===== src/rtl/instr_encoder.sv =====
// RV32 instruction encoder: packs decoded fields into a 32-bit word with a sequential
// word address, behind a single output register stage with valid/ready on both sides.
module instr_encoder #(
  parameter logic [31:0] BASE_ADDR = 32'h0000_0000,
  parameter int unsigned ERR_W     = 8
) (
  input  logic                clk,
  input  logic                reset,
  input  logic                clear,
  input  logic                in_valid,
  output logic                in_ready,
  input  logic [1:0]          in_fmt,
  input  logic [6:0]          in_opcode,
  input  logic [2:0]          in_funct3,
  input  logic [6:0]          in_funct7,
  input  logic [4:0]          in_rd,
  input  logic [4:0]          in_rs1,
  input  logic [4:0]          in_rs2,
  input  logic signed [31:0]  in_imm,
  output logic                out_valid,
  input  logic                out_ready,
  output logic [31:0]         out_instr,
  output logic [31:0]         out_addr,
  output logic                out_err,
  output logic [ERR_W-1:0]    err_count
);

  localparam logic [1:0] FMT_R = 2'd0;
  localparam logic [1:0] FMT_I = 2'd1;
  localparam logic [1:0] FMT_S = 2'd2;

  function automatic logic [31:0] encode(
    input logic [1:0]         fmt,
    input logic [6:0]         opcode,
    input logic [2:0]         f3,
    input logic [6:0]         f7,
    input logic [4:0]         rd,
    input logic [4:0]         rs1,
    input logic [4:0]         rs2,
    input logic signed [31:0] imm
  );
    case (fmt)
      FMT_R:   encode = {f7, rs2, rs1, f3, rd, opcode};
      FMT_I:   encode = {imm[11:0], rs1, f3, rd, opcode};
      FMT_S:   encode = {imm[11:5], rs2, rs1, f3, imm[4:0], opcode};
      default: encode = {imm[12], imm[10:5], rs2, rs1, f3, imm[4:1], imm[11], opcode};
    endcase
  endfunction

  // Out-of-range means the discarded upper bits are not a pure sign extension.
  function automatic logic imm_range_err(
    input logic [1:0]         fmt,
    input logic signed [31:0] imm
  );
    case (fmt)
      FMT_R:   imm_range_err = 1'b0;
      FMT_I,
      FMT_S:   imm_range_err = !((&imm[31:11]) || !(|imm[31:11]));
      default: imm_range_err = !((&imm[31:12]) || !(|imm[31:12])) || imm[0];
    endcase
  endfunction

  function automatic logic [ERR_W-1:0] sat_inc(input logic [ERR_W-1:0] cnt);
    sat_inc = (cnt == {ERR_W{1'b1}}) ? cnt : cnt + ERR_W'(1);
  endfunction

  logic              r_vld_p0;
  logic [31:0]       r_instr_p0;
  logic              r_err_p0;
  logic [31:0]       r_addr;
  logic [ERR_W-1:0]  r_err_count;

  logic              w_accept;
  logic              w_retire;
  logic [31:0]       w_instr;
  logic              w_err;

  assign in_ready = !reset && !clear && (!r_vld_p0 || out_ready);
  assign w_accept = in_valid && in_ready;
  assign w_retire = r_vld_p0 && out_ready;
  assign w_instr  = encode(in_fmt, in_opcode, in_funct3, in_funct7,
                           in_rd, in_rs1, in_rs2, in_imm);
  assign w_err    = imm_range_err(in_fmt, in_imm);

  // Stage p0: encoded word register; address and error count advance on retire.
  always_ff @(posedge clk) begin
    if (reset) begin
      r_vld_p0    <= 1'b0;
      r_instr_p0  <= 32'd0;
      r_err_p0    <= 1'b0;
      r_addr      <= BASE_ADDR;
      r_err_count <= '0;
    end else if (clear) begin
      r_vld_p0    <= 1'b0;
      r_addr      <= BASE_ADDR;
      r_err_count <= '0;
    end else begin
      if (w_retire) begin
        r_addr <= r_addr + 32'd4;
        if (r_err_p0) r_err_count <= sat_inc(r_err_count);
      end
      if (w_accept) begin
        r_vld_p0   <= 1'b1;
        r_instr_p0 <= w_instr;
        r_err_p0   <= w_err;
      end else if (w_retire) begin
        r_vld_p0 <= 1'b0;
      end
    end
  end

  assign out_valid = r_vld_p0;
  assign out_instr = r_instr_p0;
  assign out_err   = r_err_p0;
  assign out_addr  = r_addr;
  assign err_count = r_err_count;

endmodule


===== config.mk =====
export PLATFORM = sky130hd
export DESIGN_NAME = instr_encoder
export DESIGN_NICKNAME = d
export VERILOG_FILES = /design/src/rtl/instr_encoder.sv
export SDC_FILE = /design/constraint.sdc
export NUM_CORES = 1
export LEC_CHECK = 0
export BUFFER_PORTS_ARGS = -buffer_cell sky130_fd_sc_hd__buf_2
export CORE_UTILIZATION = 43
export DETAILED_ROUTE_END_ITERATION = 16
export GPL_ROUTABILITY_DRIVEN = 0
export HOLD_SLACK_MARGIN = 0.08
export PLACE_DENSITY = 0.77
export SYNTH_ARGS = -nofsm -noshare
export SYNTH_HDL_FRONTEND = slang
export SYNTH_SLANG_ARGS = --single-unit
export TNS_END_PERCENT = 10

===== constraint.sdc =====
create_clock -name clk -period 1.6 [get_ports clk]
set_input_delay 0.08 -clock clk [delete_from_list [all_inputs] [get_ports clk]]
set_output_delay 0.08 -clock clk [all_outputs]
set_load 0.03 [all_outputs]

==> run_results.csv, run 1 <==
group,metric,value,unit
sta,relSlewSlack,54.2,%
sta,hold_ws,0.104,ns
worst_setup_path,reg2reg_slack,0.01,ns
sta,setup_violations,1,
logic_synthesis,dominantRegCellSynth,"dfxtp_1",
die,start_util,45.0,%
worst_setup_path,cpLargestDelayFamily,"buffers and inverters",
global_routing,grt_pass1_wl,16.2,mm
sta,finalCritPeriodShare,100,%
logic_synthesis,yosysSeqAreaShare,44.0,%
global_routing,grt_antenna_before_repair,0,
logic_synthesis,synth_top_cell_by_area,"dfxtp_1",
worst_setup_path,cp_num_buf_inv,3,
global_routing,grt_start_max_net_pins,40,
worst_setup_path,endpoint,"out_instr[28]",
power_and_ir_drop,p_total,3780,uW
drt,vias,3770,
finish,fillCellCount,569,
finish,final_util,70.6,%
worst_setup_path,cp.arrival,1.82,ns
drt,drt-vias-per-instance,5.33,
power_and_ir_drop,p_per_area,734,mW/mm^2
clocking,worst_skew_pair.late_latency,0.34,ns
die,die-height,89.3,um
worst_setup_path,rr_startpoint,"out_valid",
clocking,cts_buffers,9,
die,core.rowCount,31,
worst_setup_path,cp-start-kind,"input port",
sta,setup_ws,-0.00186,ns
drt,drt-initial-drc-count,125,
finish,syn2layout_area_growth,57.1,%
clocking,cts.clk_slew.worst_paths,0.08,ns
drt,wl,10.8,mm
place,post_dp_cell_area,0.00437,mm^2
worst_setup_path,slowest_delay,0.54,ns
power_and_ir_drop,vdd_drop_max,0.608,mV
sta,drv_slew,0,
die,fp.dieW,89.3,um
worst_setup_path,crit_type,"in2reg",
worst_setup_path,critPathRequiredTime,1.82,ns
logic_synthesis,yosys-top-cells-count,"dfxtp_1, nor2_1, nand2_1",
finish,n_antenna_cell,0,
power_and_ir_drop,power_leakage,0.00225,uW
place,dp_hpwl,6.82,mm
clocking,clk_path_buf_depth,2,
drt,drt-wirelength-per-cell,15.3,um
worst_setup_path,crit_slowest_cell,"dlygate4sd3_1",
logic_synthesis,synth.area.top_cells,"dfxtp_1, nor2_1, xnor2_1",
worst_setup_path,endpoint_kind,"flop",
worst_setup_path,r2r_cells,7,
status,violations,"negative setup slack",
global_routing,grt_pass1_vias,3653,
sta,rsz0062_at_grt,"true",
logic_synthesis,async_reset_ff_share,0,%
die,coreArea,0.00729,mm^2
die,io_pins,146,
status,outcome,"finished with violations",
sta,finalHoldViolCount,0,
worst_setup_path,crit_chain,"dlygate4sd3_1, buf_2, or2_2, nor2_4, nand2_2, buf_12, a221oi_1, nor3_1",
logic_synthesis,ys_warn_count,0,
sta,worstMarginPinSlew,0.686,ns
clocking,cts_root_buf,"clkbuf_8",
logic_synthesis,ys_ff_latch,72,
global_routing,grt_usage,26.7,%
drt,ant_nets,0,
worst_setup_path,critPathMaxFanout,28,
sta,fmax,624,MHz
logic_synthesis,syn_area_per_cell,8.41,um^2
sta,fin_crit,1.60,ns
die,die_area,0.00798,mm^2
finish,final_area,0.00515,mm^2
logic_synthesis,netlist_instances,390,
worst_setup_path,setup.worst_path.start,"clear",
hold_path,hp-class,"in2reg",
worst_setup_path,timing.rr.end,"out_instr[28]",
finish,final_nets,680,
global_routing,grt_overflow,0,
drt,drc,0,
logic_synthesis,synth_edf_count,0,
drt,drt-pass1-iter-count,4,
logic_synthesis,ys_types,44,
logic_synthesis,yosysTopAreaCellShare,44.0,%
hold_path,min_from,"in_imm[11]",
sta,fin_skew,0.0119,ns
clocking,tritoncts,"yes",
clocking,h-tree-depth,3,
run,max-cap-violations,0,
finish,drive_above_1_share,41.9,%
logic_synthesis,synthesis.area,0.00328,mm^2
clocking,clock-sinks,72,
place,port_buffers,143,
worst_setup_path,path_depth,8,
logic_synthesis,yosysMostFrequentCell,"dfxtp_1",
-- final cells by class --
class                           instances  area [um^2]  share of cell area [%]
Clock buffer                           11          131                    2.55
Clock inverter                          5         57.6                    1.12
Inverter                                8         30.0                   0.583
Multi-Input combinational cell        289         1870                    36.4
Sequential cell                        72         1490                    28.9
Tap cell                               99          124                    2.41
Timing Repair Buffer                  223         1440                    28.0
-- worst min-delay path by stage --
stage	endpoint	slack, ns	cells past startpoint
6_report	out_instr[7]	0.10	3
5_1_grt	out_instr[28]	0.11	3
4_1_cts	out_instr[7]	0.09	3
3_5_place_dp	out_instr[5]	0.33	3
3_3_place_gp	out_instr[1]	0.32	3
2_1_floorplan	out_valid	0.20	2
-- what timing repair did --
| action | 4_1_cts | 5_1_grt |
|---|---|---|
| pin swaps | 7 | 7 |
| buffers inserted | 1 | 0 |
| setup endpoints to repair | 11 | 27 |
| gates cloned | 0 | 0 |
| hold endpoints to repair | 32 | 0 |
| resized for setup | 5 | 27 |
| hold buffers | 41 | 0 |
-- report_power, final --
part	switching, uW	internal, uW	total [uW]	leakage (uW)
sequential	20.0	1810	1830	0.000596
combinational	313	234	547	0.00156
clock	679	722	1400	0.0000973
-- metal layers --
| metal | vias to the layer above | wire (um) | track usage (%) |
|---|---|---|---|
| li1 | 1795 | - | - |
| met1 | 1726 | 4210 | 29.5 |
| met2 | 189 | 5290 | 46.8 |
| met3 | 60 | 730 | 6.09 |
| met4 | 0 | 560 | 15.7 |
| met5 | - | 0 | 0 |
-- worst register-to-register path: stages (launching register included) --
cell,delay [ns]
dfxtp_4,0.34
buf_4,0.15
and2b_2,0.22
nor2_4,0.13
nand2_2,0.09
buf_12,0.17
a221oi_1,0.27
nor3_1,0.10
-- state kept, by name, indices dropped and copies added (netlist names) --
| name | count |
|---|---|
| out_instr | 32 |
| err_count | 8 |
| out_addr | 30 |
| out_valid | 1 |
| out_err | 1 |
-- cells in the final DEF (no fill, tap or decap), drive strengths merged, types with 5 or more instances in the layout --
master	instances
buf	182
dfxtp	72
nor2	58
nand2	46
dlygate4sd3	41
xnor2	21
a21oi	21
nor3	19
nand3	15
a221oi	15
nor4	13
nand4	12
xor2	11
clkbuf	11
and3	10
inv	8
ha	6
or2	5
and4	5
-- per-stage QoR --
| step | worst slack [ns] | TNS (ns) | cells |
|---|---|---|---|
| 3_5_place_dp | -0.0939 | -0.590 | 649 |
| 4_1_cts | -0.0158 | -0.0158 | 707 |
| 6_report | -0.00186 | -0.00186 | 707 |
| 3_3_place_gp | -0.0257 | -0.0840 | 649 |
| 2_1_floorplan | -0.140 | -0.984 | 391 |
| 5_1_grt | -0.0688 | -0.413 | 707 |
-- kinds of logic after synthesis --
family	synth area share, %
adders and majority gates	2.29
and+or+nand+nor	30.0
buffers and inverters	4.54
DFF	44.0
muxes	0.305
AOI/OAI and AO/OA	10.2
xor gates and xnor gates	8.55
other	0.114
(Power assumes the default switching activity.)
==> run 2: changes to the inputs <==
- BUFFER_PORTS_ARGS: -buffer_cell sky130_fd_sc_hd__buf_2 -> unset
- CORE_ASPECT_RATIO: unset -> 0.5
- CORE_UTILIZATION: 43 -> 55
- DONT_BUFFER_PORTS: unset -> 1
- PLACE_DENSITY: 0.77 -> 0.73
==> run 2 against run 1 <==
Cell count fell by 20%; critical path type is now reg2reg; the flow finishes with violations (design-rule violations, negative setup slack); global-route usage grew 5.6 points; setup slack worse by 0.078 ns; combinational power down 35%; wire length is 0.97% lower; non-clock buffer count down 118; sequential cell count did not move; highest routed layer unchanged.
==> run_results.csv, run 2 (synthesis gave the netlist of run 1 again) <==
group,metric,value,unit
finish,largest_reg_flops,32,
finish,final_area,0.00481,mm^2
drt,drt-initial-drc-count,283,
clocking,cts_buffers,9,
sta,worstMarginPinSlew,1.25,ns
sta,fin_skew,0.00378,ns
drt,wl_met3,758,um
drt,wl_met2,5.58,mm
sta,finalHoldViolCount,0,
worst_setup_path,endpoint_kind,"flop",
clocking,h-tree-depth,3,
finish,final_common_cell,"nor2_1",
power_and_ir_drop,p_total,4240,uW
sta,finalCritPeriodShare,105,%
die,die-height,56.6,um
finish,most-common-layout-cells,"nor2_1, buf_4, dfxtp_1",
finish,final_nets,563,
finish,syn2layout_area_growth,46.8,%
sta,setup_ws,-0.0800,ns
die,coreArea,0.00561,mm^2
drt,wl,10.7,mm
global_routing,grt_overflow,0,
power_and_ir_drop,vdd_drop_max,0.705,mV
drt,drc,12,
clocking,cts.clk_slew.worst_paths,0.05,ns
die,start_util,58.4,%
clocking,worst_skew_pair.late_latency,0.33,ns
drt,drt-pass1-iter-count,11,
sta,drv_slew,0,
die,core.rowCount,19,
clocking,cts_setup_buffers,0,
status,violations,"design-rule violations, negative setup slack",
die,die_area,0.00629,mm^2
sta,tns,-0.108,ns
worst_setup_path,cp.arrival,1.94,ns
clocking,clk_path_buf_depth,2,
sta,fin_crit,1.68,ns
drt,drt-vias-per-instance,6.05,
finish,drive_above_1_share,28.5,%
global_routing,grt_pass1_vias,3355,
sta,rsz0062_at_grt,"true",
drt,wl_met1,3.97,mm
die,io_pins,146,
sta,relSlewSlack,16.4,%
power_and_ir_drop,power_leakage,0.00184,uW
place,port_buffers,0,
worst_setup_path,crit_type,"reg2reg",
clocking,clock-sinks,72,
power_and_ir_drop,p_per_area,880,mW/mm^2
drt,routed.top_layer,"met4",
drt,ant_nets,0,
worst_setup_path,cp-start-kind,"flop",
worst_setup_path,critPathMaxFanout,3,
global_routing,grt_antenna_before_repair,1,
global_routing,grt_pass1_wl,15.8,mm
drt,drt-wirelength-per-cell,18.9,um
place,dp_hpwl,6.35,mm
global_routing,grt_start_max_net_pins,40,
worst_setup_path,critPathRequiredTime,1.86,ns
sta,setup_violations,2,
run,max-cap-violations,0,
finish,final_util,85.8,%
sta,fmax,595,MHz
clocking,cts_root_buf,"clkbuf_16",
status,outcome,"finished with violations",
global_routing,grt_usage,32.2,%
die,fp.dieW,111,um
clocking,tritoncts,"yes",
place,post_dp_cell_area,0.00375,mm^2
hold_path,hp-class,"in2reg",
drt,vias,3417,
[run 2: final cells by class]
| type | instances | area (um^2) |
|---|---|---|
| Multi-Input combinational cell | 290 | 1970 |
| Sequential cell | 72 | 1490 |
| Timing Repair Buffer | 105 | 923 |
| Fill cell | 307 | 798 |
| Clock buffer | 15 | 298 |
| Tap cell | 73 | 91.3 |
| Inverter | 8 | 30.0 |
| Clock inverter | 1 | 7.51 |
| Antenna cell | 1 | 2.50 |
[run 2: layer usage]
metal,up-vias,GRT usage [%]
li1,1568,-
met1,1635,32.9
met2,167,61.3
met3,47,9.07
met4,0,16.4
met5,-,0
[run 2: worst max-delay path, cell delays in order, from the launching register on]
cell	delay, ns
dfxtp_4	0.34
and4_4	0.23
nand4_1	0.13
or2_1	0.30
or4_4	0.49
a21oi_2	0.14
[run 2: path summary, 6_finish.rpt]
| path | slack [ns] | to | depth (start not counted) | from |
|---|---|---|---|---|
| worst max-delay path | -0.08 | out_addr[31] | 5 | out_addr[22] |
| worst min-delay path | 0.13 | out_instr[31] | 3 | in_imm[11] |
| worst max register to register | -0.08 | out_addr[31] | 5 | out_addr[22] |
| worst min register to register | 0.51 | out_addr[3] | 2 | out_addr[3] |
[run 2: through the flow]
stage	setup slack, ns	cells	hold slack [ns]
after floorplan	-0.140	391	0.199
after global placement	-0.00595	500	0.151
after detailed placement	-0.0441	500	0.154
after CTS	-0.0312	563	0.0821
after global routing	-0.143	565	0.148
final	-0.0800	565	0.130
[run 2: what timing repair did]
item | CTS | global route
endpoints found under the setup margin | 8 | 41
hold endpoints to repair | 38 | 0
gates cloned | 0 | 1
resized for setup | 3 | 44
hold buffers | 47 | 0
pin swaps | 0 | 4
[run 2: power by group]
part / switching (uW) / internal [uW] / total [uW] / leakage, uW
combinational: 198 / 159 / 357 / 0.00109
clock: 710 / 1260 / 1970 / 0.000148
sequential: 93.2 / 1810 / 1910 / 0.000596
total: 1000 / 3240 / 4240 / 0.00184
